**src/rtl/seg_pkg.sv**
```systemverilog
// Shared types and constants for the seven-segment scan controller.
package seg_pkg;

   localparam logic [3:0] AN_ALL_OFF  = 4'b1111;
   localparam int         DIGIT_IDX_W = 2;

   typedef enum logic [0:0] {
      ST_BLANK = 1'b0,
      ST_SHOW  = 1'b1
   } seg_state_e;

   typedef struct packed {
      logic [15:0] digits;
      logic [3:0]  blank;
   } disp_set_t;

   // Active-low anode pattern lighting only digit idx.
   function automatic logic [3:0] an_onehot_n(input logic [DIGIT_IDX_W-1:0] idx);
      an_onehot_n = ~(4'b0001 << idx);
   endfunction

endpackage

```
**src/rtl/seg_slot_timer.sv**
```systemverilog
// Slot counter and digit index for the display scan; emits slot/frame start
// strobes and a blank_done strobe on the first cycle past the blanking gap.
module seg_slot_timer
   import seg_pkg::*;
#(
   parameter int DIGIT_CYCLES = 100000,
   parameter int BLANK_CYCLES = 1000
) (
   input  logic                   clk,
   input  logic                   rst_n,
   output logic                   slot_start,
   output logic                   blank_done,
   output logic                   frame_start,
   output logic [DIGIT_IDX_W-1:0] digit_idx
);

   localparam int               CNT_W    = $clog2(DIGIT_CYCLES);
   localparam logic [CNT_W-1:0] CNT_LAST = CNT_W'(DIGIT_CYCLES - 1);
   localparam logic [CNT_W-1:0] CNT_SHOW = CNT_W'(BLANK_CYCLES);

   logic [CNT_W-1:0]       cnt_r;
   logic [DIGIT_IDX_W-1:0] idx_r;

   // Slot counter wraps each slot and advances the digit index on wrap.
   always_ff @(posedge clk or negedge rst_n) begin
      if (!rst_n) begin
         cnt_r <= '0;
         idx_r <= '0;
      end else if (cnt_r == CNT_LAST) begin
         cnt_r <= '0;
         idx_r <= idx_r + DIGIT_IDX_W'(1);
      end else begin
         cnt_r <= cnt_r + CNT_W'(1);
      end
   end

   assign slot_start  = (cnt_r == '0);
   assign blank_done  = (cnt_r == CNT_SHOW);
   assign frame_start = slot_start && (idx_r == '0);
   assign digit_idx   = idx_r;

endmodule

```
**src/rtl/seg_scan_ctrl.sv**
```systemverilog
// Four-digit seven-segment scan controller with tear-free frame-boundary loads.
// Optional per-digit blinking is enabled by defining SEG_SCAN_BLINK_EN.
module seg_scan_ctrl
   import seg_pkg::*;
#(
   parameter int DIGIT_CYCLES = 100000,
   parameter int BLANK_CYCLES = 1000,
   parameter int BLINK_FRAMES = 128
) (
   input  logic        clk,
   input  logic        rst_n,
   input  logic        load_valid,
   output logic        load_ready,
   input  logic [15:0] digits_in,
   input  logic [3:0]  blank_in,
`ifdef SEG_SCAN_BLINK_EN
   input  logic [3:0]  blink_mask,
`endif
   output logic [3:0]  bcd_out,
   output logic [3:0]  an,
   output logic [1:0]  digit_idx,
   output logic        frame_tick
);

   localparam disp_set_t SET_RESET = '{digits: 16'h0000, blank: 4'hF};

   if (DIGIT_CYCLES < 2 || BLANK_CYCLES < 0 || BLANK_CYCLES >= DIGIT_CYCLES || BLINK_FRAMES < 1) begin : g_param_check
      $error("seg_scan_ctrl: illegal parameter combination");
   end

   logic                   slot_start_s, blank_done_s, frame_start_s;
   logic [DIGIT_IDX_W-1:0] timer_idx_s;
   disp_set_t              pend_r, active_r, show_set_s;
   logic                   pend_full_r, load_ready_r, accept_s, commit_s;
   seg_state_e             state_r, state_nxt_s;
   logic [3:0]             dark_mask_s, an_nxt_s, bcd_nxt_s, an_r, bcd_r;
   logic [1:0]             digit_idx_r;
   logic                   frame_tick_r, masked_s;

   seg_slot_timer #(
      .DIGIT_CYCLES(DIGIT_CYCLES),
      .BLANK_CYCLES(BLANK_CYCLES)
   ) u_timer (
      .clk        (clk),
      .rst_n      (rst_n),
      .slot_start (slot_start_s),
      .blank_done (blank_done_s),
      .frame_start(frame_start_s),
      .digit_idx  (timer_idx_s)
   );

   assign accept_s = load_valid && load_ready_r;
   assign commit_s = frame_start_s && pend_full_r;

   // Pending/active double buffer; swaps only at a frame boundary so a frame never mixes sets.
   always_ff @(posedge clk or negedge rst_n) begin
      if (!rst_n) begin
         pend_r       <= SET_RESET;
         pend_full_r  <= 1'b0;
         active_r     <= SET_RESET;
         load_ready_r <= 1'b1;
      end else begin
         if (accept_s) begin
            pend_r      <= '{digits: digits_in, blank: blank_in};
            pend_full_r <= 1'b1;
         end else if (commit_s) begin
            pend_full_r <= 1'b0;
         end
         if (commit_s) begin
            active_r <= pend_r;
         end
         load_ready_r <= accept_s ? 1'b0 : !pend_full_r;
      end
   end

`ifdef SEG_SCAN_BLINK_EN
   localparam int                 BLINK_W    = $clog2(2 * BLINK_FRAMES);
   localparam logic [BLINK_W-1:0] BLINK_LAST = BLINK_W'(2 * BLINK_FRAMES - 1);
   localparam logic [BLINK_W-1:0] BLINK_HALF = BLINK_W'(BLINK_FRAMES);

   logic [BLINK_W-1:0] blink_cnt_r, blink_nxt_s, blink_cur_s;

   // Blink phase for the frame being emitted; the first frame after reset is frame 0.
   always_comb begin
      blink_nxt_s = '0;
      blink_cur_s = blink_cnt_r;
      dark_mask_s = 4'b0000;
      if (blink_cnt_r == BLINK_LAST) begin
         blink_nxt_s = '0;
      end else begin
         blink_nxt_s = blink_cnt_r + BLINK_W'(1);
      end
      if (frame_start_s) begin
         blink_cur_s = blink_nxt_s;
      end else begin
         blink_cur_s = blink_cnt_r;
      end
      if (blink_cur_s >= BLINK_HALF) begin
         dark_mask_s = blink_mask;
      end else begin
         dark_mask_s = 4'b0000;
      end
   end

   // Frame counter; starts at its last value so the first frame_start lands on 0.
   always_ff @(posedge clk or negedge rst_n) begin
      if (!rst_n) begin
         blink_cnt_r <= BLINK_LAST;
      end else if (frame_start_s) begin
         blink_cnt_r <= blink_nxt_s;
      end
   end
`else
   assign dark_mask_s = 4'b0000;
`endif

   // FSM state register.
   always_ff @(posedge clk or negedge rst_n) begin
      if (!rst_n) begin
         state_r <= ST_BLANK;
      end else begin
         state_r <= state_nxt_s;
      end
   end

   // FSM next state: every slot opens in BLANK unless blanking is disabled.
   always_comb begin
      state_nxt_s = state_r;
      case (state_r)
         ST_BLANK: begin
            if (slot_start_s) begin
               state_nxt_s = (BLANK_CYCLES == 0) ? ST_SHOW : ST_BLANK;
            end else if (blank_done_s) begin
               state_nxt_s = ST_SHOW;
            end else begin
               state_nxt_s = ST_BLANK;
            end
         end
         ST_SHOW: begin
            if (slot_start_s) begin
               state_nxt_s = (BLANK_CYCLES == 0) ? ST_SHOW : ST_BLANK;
            end else begin
               state_nxt_s = ST_SHOW;
            end
         end
         default: state_nxt_s = ST_BLANK;
      endcase
   end

   // Output decode; on a commit cycle the incoming set is used so slot 0 shows it.
   always_comb begin
      show_set_s = active_r;
      masked_s   = 1'b1;
      an_nxt_s   = AN_ALL_OFF;
      bcd_nxt_s  = 4'h0;
      if (commit_s) begin
         show_set_s = pend_r;
      end else begin
         show_set_s = active_r;
      end
      masked_s  = show_set_s.blank[timer_idx_s] | dark_mask_s[timer_idx_s];
      bcd_nxt_s = show_set_s.digits[{timer_idx_s, 2'b00} +: 4];
      if (state_nxt_s == ST_SHOW && !masked_s) begin
         an_nxt_s = an_onehot_n(timer_idx_s);
      end else begin
         an_nxt_s = AN_ALL_OFF;
      end
   end

   // Output registers; bcd_out/digit_idx load at slot start and hold through the slot.
   always_ff @(posedge clk or negedge rst_n) begin
      if (!rst_n) begin
         an_r         <= AN_ALL_OFF;
         bcd_r        <= 4'h0;
         digit_idx_r  <= 2'd0;
         frame_tick_r <= 1'b0;
      end else begin
         an_r         <= an_nxt_s;
         frame_tick_r <= frame_start_s;
         if (slot_start_s) begin
            bcd_r       <= bcd_nxt_s;
            digit_idx_r <= timer_idx_s;
         end
      end
   end

   assign an         = an_r;
   assign bcd_out    = bcd_r;
   assign digit_idx  = digit_idx_r;
   assign frame_tick = frame_tick_r;
   assign load_ready = load_ready_r;

endmodule

```
**config.mk**
```make
export PLATFORM = sky130hd
export DESIGN_NAME = seg_scan_ctrl
export DESIGN_NICKNAME = d
export VERILOG_FILES = /design/src/rtl/seg_pkg.sv /design/src/rtl/seg_slot_timer.sv /design/src/rtl/seg_scan_ctrl.sv
export SDC_FILE = /design/constraint.sdc
export NUM_CORES = 1
export LEC_CHECK = 0
export CAP_MARGIN = 0
export CORE_MARGIN = 3
export CORE_UTILIZATION = 30
export DETAILED_ROUTE_END_ITERATION = 10
export DONT_BUFFER_PORTS = 1
export MAX_ROUTING_LAYER = met4
export PLACE_DENSITY = 0.45
export SLEW_MARGIN = 20
export SYNTH_ARGS = -nofsm -noshare
export SYNTH_HDL_FRONTEND = slang
export SYNTH_HIERARCHICAL = 1
export SYNTH_SLANG_ARGS = --single-unit
```
**constraint.sdc**
```tcl
create_clock -name clk -period 5.5 [get_ports clk]
set_input_delay 0.55 -clock clk [delete_from_list [all_inputs] [get_ports clk]]
set_output_delay 0.55 -clock clk [all_outputs]
set_load 0.03 [all_outputs]
```
; Word-level counts from Yosys, hierarchy flattened
; Index checks and enable logic that the tools add are counted.
[totals]
regBits = 73
inputBits = 23
out_inout_bits = 12
elab_cells = 46
[op_classes]
addsub = 2
order_cmp = 1
eq_ne = 2
shifts = 2
mux = 14
n_bitwise = 3
reduce_logical = 9
[op_table]
columns = op, count
row1 = $mux 20, 1
row2 = $add 17x1->17 const B, 1
row3 = $eq 17x10->1 const B, 1
row4 = $eq 17x17->1 const B, 1
row5 = $logic_not 17->1, 1
row6 = $mux 17, 1
row7 = $shiftx 16x5->4, 1
row8 = $mux 1, 8
row9 = $bmux 1 s2, 2
row10 = $logic_and 1x1->1, 4
row11 = $mux 4, 1
row12 = $not 4->4, 1
row13 = $shl 1x2->4 const A, 1
row14 = $lt 2x3->1 const B, 1
row15 = $add 2x1->2 const B, 1
row16 = $logic_not 1->1, 2
row17 = $logic_not 2->1, 1
row18 = $pmux 1 s2, 1
row19 = $reduce_bool 2->1, 1
row20 = $not 1->1, 1
row21 = $or 1x1->1, 1

; Logic depth before layout (Yosys ltp)
[logic_depth]
ltp_word = 10
ltp_mapped = 10
depth_no_buf = 9

; Cells and area by module
; Netlist, hierarchy kept.
[modules_own_cells]
columns = mod, instances, cells_per_inst, area_each_um2, seq_area_each_um2
row1 = seg_scan_ctrl, 1, 123, 2167.1, 1367.6
row2 = seg_slot_timer, 1, 92, 944.7, 475.5

; Worst setup path before layout
; OpenSTA, ideal clock, no wires.
[synth_timing]
path_kind = flip-flop to flip-flop
startpoint = reg u_timer.cnt_r[11]
endpoint = reg bcd_r[0], in the netlist bcd_out[0]
setup_time_ns = 0.125
arrival_ns = 2.974
required_time_ns = 5.375
slack_ns = 2.401
stages_incl_launch_ff = 10
n_path_buf = 1
synth_period_minus_slack_ns = 3.099
path_cell_list = dfrtp_1 > or4_1 > or4_4 > nor3_1 > and2_1 > nand2_2 > buf_6 > mux2_4 > mux4_2 > mux2_4
[synth_rtl]
columns = element, line
row1 = from (decl), seg_slot_timer.sv:21  ; logic [CNT_W-1:0] cnt_r;
row2 = from (signal assigned), seg_slot_timer.sv:33  ; cnt_r <= cnt_r + CNT_W'(1);
row3 = to (signal assigned), seg_scan_ctrl.sv:181  ; bcd_r <= bcd_nxt_s;
row4 = to (decl), seg_scan_ctrl.sv:36  ; logic [3:0] dark_mask_s, an_nxt_s, bcd_nxt_s, an_r, bcd_r;

==> run_results.csv <==
group,metric,value,unit
job,cap_violations,0,
floorplanning,die_w,108,um
routing,routed.top_layer,"met4",
floorplanning,floorplan.die_area,0.0116,mm2
worst_setup_path,reg2regPathDepth,9,
worst_setup_path,setup.worst_path.start_class,"flop",
floorplanning,dieHeight,108,um
cts,cts_made_buffers,9,
floorplanning,core_area,0.00991,mm2
synth,synth_compound_gate_area_share,0.0109,
timing,worst_slack,1790,ps
synth,synth_top_family_by_area,"multiplexers",
floorplanning,effective_utilization_at_floorplan,0.314,
finish,antennaDiodeCount,0,
finish,syn2layout_area_growth,11.5,%
cts,insertion_delay,350,ps
timing,worst-slew-pin-transition,986,ps
finish,stdcell_count,357,
synth,ys_seq_elements,73,
routing,wl_met2,2.49,mm
routing,drt_first_iter_violations,48,
worst_setup_path,cp_slowest_cell,"sky130_fd_sc_hd__or4_1",
synth,synthAdderAreaFrac,0.0121,
timing,grt_setup_unrepaired,"no",
synth,syn_avg_cell_area,14.5,um2
finish,drive_gt1_frac,0.357,
timing,finalHoldViolCount,0,
synth,yosysWarnings,6,
finish,final_common_cell,"sky130_fd_sc_hd__dfrtp_1",
grt,grt_max_degree,61,
grt,grt-ovfl-total,0,
grt,via_count_of_the_first_global_routing_pass,1687,
place,cell_count_after_placement,340,
place,dpl.hpwl,3.68,mm
place,post-place-ws,1730,ps
cts,tritoncts,"done",
worst_setup_path,critical_path_buf_inv_count,1,
timing,number_of_endpoints_failing_setup_at_the_final_stage,0,
worst_setup_path,cp-startpoint,"u_timer/cnt_r[12]$_DFF_PN0_",
timing,finalWorstPathRequiredPeriod,3710,ps
grt,grt_first_pass_wirelength,9.23,mm
worst_setup_path,critical_path_fanouts_max,20,
synth,syn-cell-area,0.00311,mm2
synth,most_frequently_used_flop_master_after_synthesis,"sky130_fd_sc_hd__dfrtp_1",
cts,tritoncts_num_sinks,73,
routing,route.detailed.drc,0,
finish,commonest_cells_after_routing_fill_and_taps_aside,"sky130_fd_sc_hd__dfrtp_1 (60), sky130_fd_sc_hd__mux2_4 (20), sky130_fd_sc_hd__mux2_2 (20)",
routing,drt_pass1_iterations,3,
timing,worst_slew_margin,0.341,
synth,async_flop_share,1.00,
synth,synth_cells,215,
routing,routedWlPerCell,16.4,um
floorplanning,top_level_ports,35,
synth,yosys.area_share.simple,0.0981,
worst_hold_path,timing.hold.worst.class,"primary input to asynchronous set/reset pin",
floorplanning,row_count,36,
run_status,run_status,"finished clean",
power_and_ir_drop,power_leakage,0.00155,uW
place,io_buffers,0,
timing,setup-tns-final,0,ps
worst_setup_path,timing.critical_path.required,5730,ps
worst_setup_path,worst-setup-path-type,"flop to flop",
timing,fmax,269,MHz
routing,routed_wl,5.85,mm
cts,h-tree-depth,3,
routing,met3_wirelength,284,um
synth,synth_edf_count,0,
routing,route.layer.met1.wl,3.01,mm
worst_setup_path,path_cells,"or4_1 > or4_4 > nor3_2 > buf_4 > and2_1 > nand2_2 > mux2_4 > mux4_2 > mux2_4",
finish,nets,245,
worst_setup_path,timing.critical_path.depth,9,
worst_setup_path,r2r_setup_slack,1790,ps
power_and_ir_drop,power_density,332,mW/mm2
grt,initial_antenna_violation_count,0,
worst_setup_path,worst_ep_arrival_time,3940,ps
worst_setup_path,worstReg2RegStart,"u_timer/cnt_r[12]$_DFF_PN0_",
cts,cts-root-buf,"sky130_fd_sc_hd__clkbuf_8",
worst_setup_path,critical_path.top_delay_family,"simple AND/OR/NAND/NOR gates",
worst_setup_path,critical_path.most_common_cell,"sky130_fd_sc_hd__mux2_4",
timing,period_share,0.675,
worst_setup_path,timing.critical_path.to_type,"flop",
worst_setup_path,critical-path-max-stage-delay,550,ps
synth,synthXorXnorAreaFrac,0.0394,
synth,yosysUniqueCellTypes,36,
routing,viasPerCell,4.58,
power_and_ir_drop,vdd_ir_drop_max,0.144,mV
grt,grt.total_usage,0.110,
worst_setup_path,r2r_end,"bcd_out[3]$_DFFE_PN0P_",
cts,cts.path.max_buffers,2,
place,place.gp.congestion,0.741,
timing,timing.final.max_slew_violations,0,
synth,synth_mux_area_frac,0.223,
routing,drtAntennaViolNets,0,
cts,cts.reportedPaths.clkPinSlew,80,ps
synth,synth-seq-area-share,0.592,
worst_setup_path,critPathCapture,"bcd_out[3]$_DFFE_PN0P_",
routing,num_vias,1634,
timing,final.setup_skew,14.3,ps
synth,synth_nets,241,
[worst reg2reg max path, cell delays in order, from the launching register on]
cell                      delay [ps]
sky130_fd_sc_hd__dfrtp_1         430
sky130_fd_sc_hd__or4_1           550
sky130_fd_sc_hd__or4_4           450
sky130_fd_sc_hd__nor3_2          180
sky130_fd_sc_hd__buf_4           210
sky130_fd_sc_hd__and2_1          190
sky130_fd_sc_hd__nand2_2         380
sky130_fd_sc_hd__mux2_4          460
sky130_fd_sc_hd__mux4_2          460
sky130_fd_sc_hd__mux2_4          270
[worst min path at each step]
stage | start | end | depth (start not counted)
after floorplan | rst_n | active_r[10]$_DFF_PN0_ | 0
final | rst_n | active_r[3]$_DFF_PN1_ | 0
after detailed placement | rst_n | u_timer/cnt_r[10]$_DFF_PN0_ | 0
after global routing | rst_n | active_r[3]$_DFF_PN1_ | 0
after CTS | rst_n | active_r[3]$_DFF_PN1_ | 0
after global placement | rst_n | u_timer/cnt_r[10]$_DFF_PN0_ | 0
[cells in the mapped netlist, types with 2 or more instances]
master                      count  share of area
sky130_fd_sc_hd__nor4_1         2         0.0040
sky130_fd_sc_hd__and4_1         2         0.0056
sky130_fd_sc_hd__and2_1         2         0.0040
sky130_fd_sc_hd__xor2_1         3         0.0084
sky130_fd_sc_hd__dfstp_2       13           0.11
sky130_fd_sc_hd__clkbuf_1       6         0.0072
sky130_fd_sc_hd__nand4_1        3         0.0060
sky130_fd_sc_hd__dfrtp_1       60           0.48
sky130_fd_sc_hd__o21ai_0        2         0.0032
sky130_fd_sc_hd__xnor2_1       11          0.031
sky130_fd_sc_hd__nand4bb_1      2         0.0072
sky130_fd_sc_hd__mux4_2         4          0.029
sky130_fd_sc_hd__nor2_1        10          0.012
sky130_fd_sc_hd__nor3_1         3         0.0048
sky130_fd_sc_hd__nand2_1       10          0.012
sky130_fd_sc_hd__ha_1           3          0.012
sky130_fd_sc_hd__inv_1          6         0.0072
sky130_fd_sc_hd__mux2_2        20          0.072
sky130_fd_sc_hd__mux2_1         7          0.025
sky130_fd_sc_hd__buf_6          2         0.0072
sky130_fd_sc_hd__a21oi_1        3         0.0048
sky130_fd_sc_hd__nand3_1        6         0.0097
sky130_fd_sc_hd__or3_1          2         0.0040
sky130_fd_sc_hd__mux2_4        20          0.097
sky130_fd_sc_hd__or4_1          2         0.0048
[registers in the layout (all words and copies together), names as in the netlist]
signal,flops
active_r,20
pend_r,20
u_timer/cnt_r,17
an,4
bcd_out,4
digit_idx,2
u_timer/digit_idx,2
frame_tick,1
load_ready,1
pend_full_r,1
state_r,1
[layout make-up]
class | count | area, um2
clock buffers | 11 | 151
well taps | 133 | 166
flip-flops and latches | 73 | 1840
clock inverters | 5 | 53.8
multi-input cells | 127 | 1200
inverters | 6 | 22.5
repair buffers | 2 | 35.0
fillers | 980 | 6440
[cell families after synthesis]
family / after synthesis
buf+inv: 15
flops: 73
simple gates: 53
mux: 51
fa+ha+maj: 3
compound gates: 6
xor+xnor: 14
[report_power, final]
| part | leakage, uW | total [uW] | internal (uW) | switching, uW |
|---|---|---|---|---|
| Sequential | 0.000920 | 643 | 607 | 36.2 |
| Combinational | 0.000519 | 72.7 | 48.1 | 24.5 |
| Clock | 0.000109 | 435 | 233 | 203 |
| Total | 0.00155 | 1150 | 888 | 263 |
[metal layers]
| metal | vias to the layer above | track usage |
|---|---|---|
| li1 | 767 | - |
| met1 | 832 | 0.153 |
| met2 | 28 | 0.146 |
| met3 | 7 | 0.0450 |
| met4 | 0 | 0.0298 |
| met5 | - | - |
[per-stage QoR]
step | hold WS [ps] | area (um2) | utilization | total power, uW
3_5_place_dp | 258 | 3240 | 0.327 | 718
3_3_place_gp | 258 | 3240 | 0.327 | 716
2_1_floorplan | 254 | 3110 | - | 696
6_report | 44.1 | 3470 | 0.350 | 1150
4_1_cts | 24.5 | 3470 | 0.350 | 1170
5_1_grt | 16.0 | 3470 | 0.350 | 1200
[timing repair]
item                      CTS  global route
hold buffers                1             0
buffers inserted            0             0
hold endpoints to repair   60             0
gates resized for setup     0             0
No activity file was read; power rests on OpenSTA's default activity.
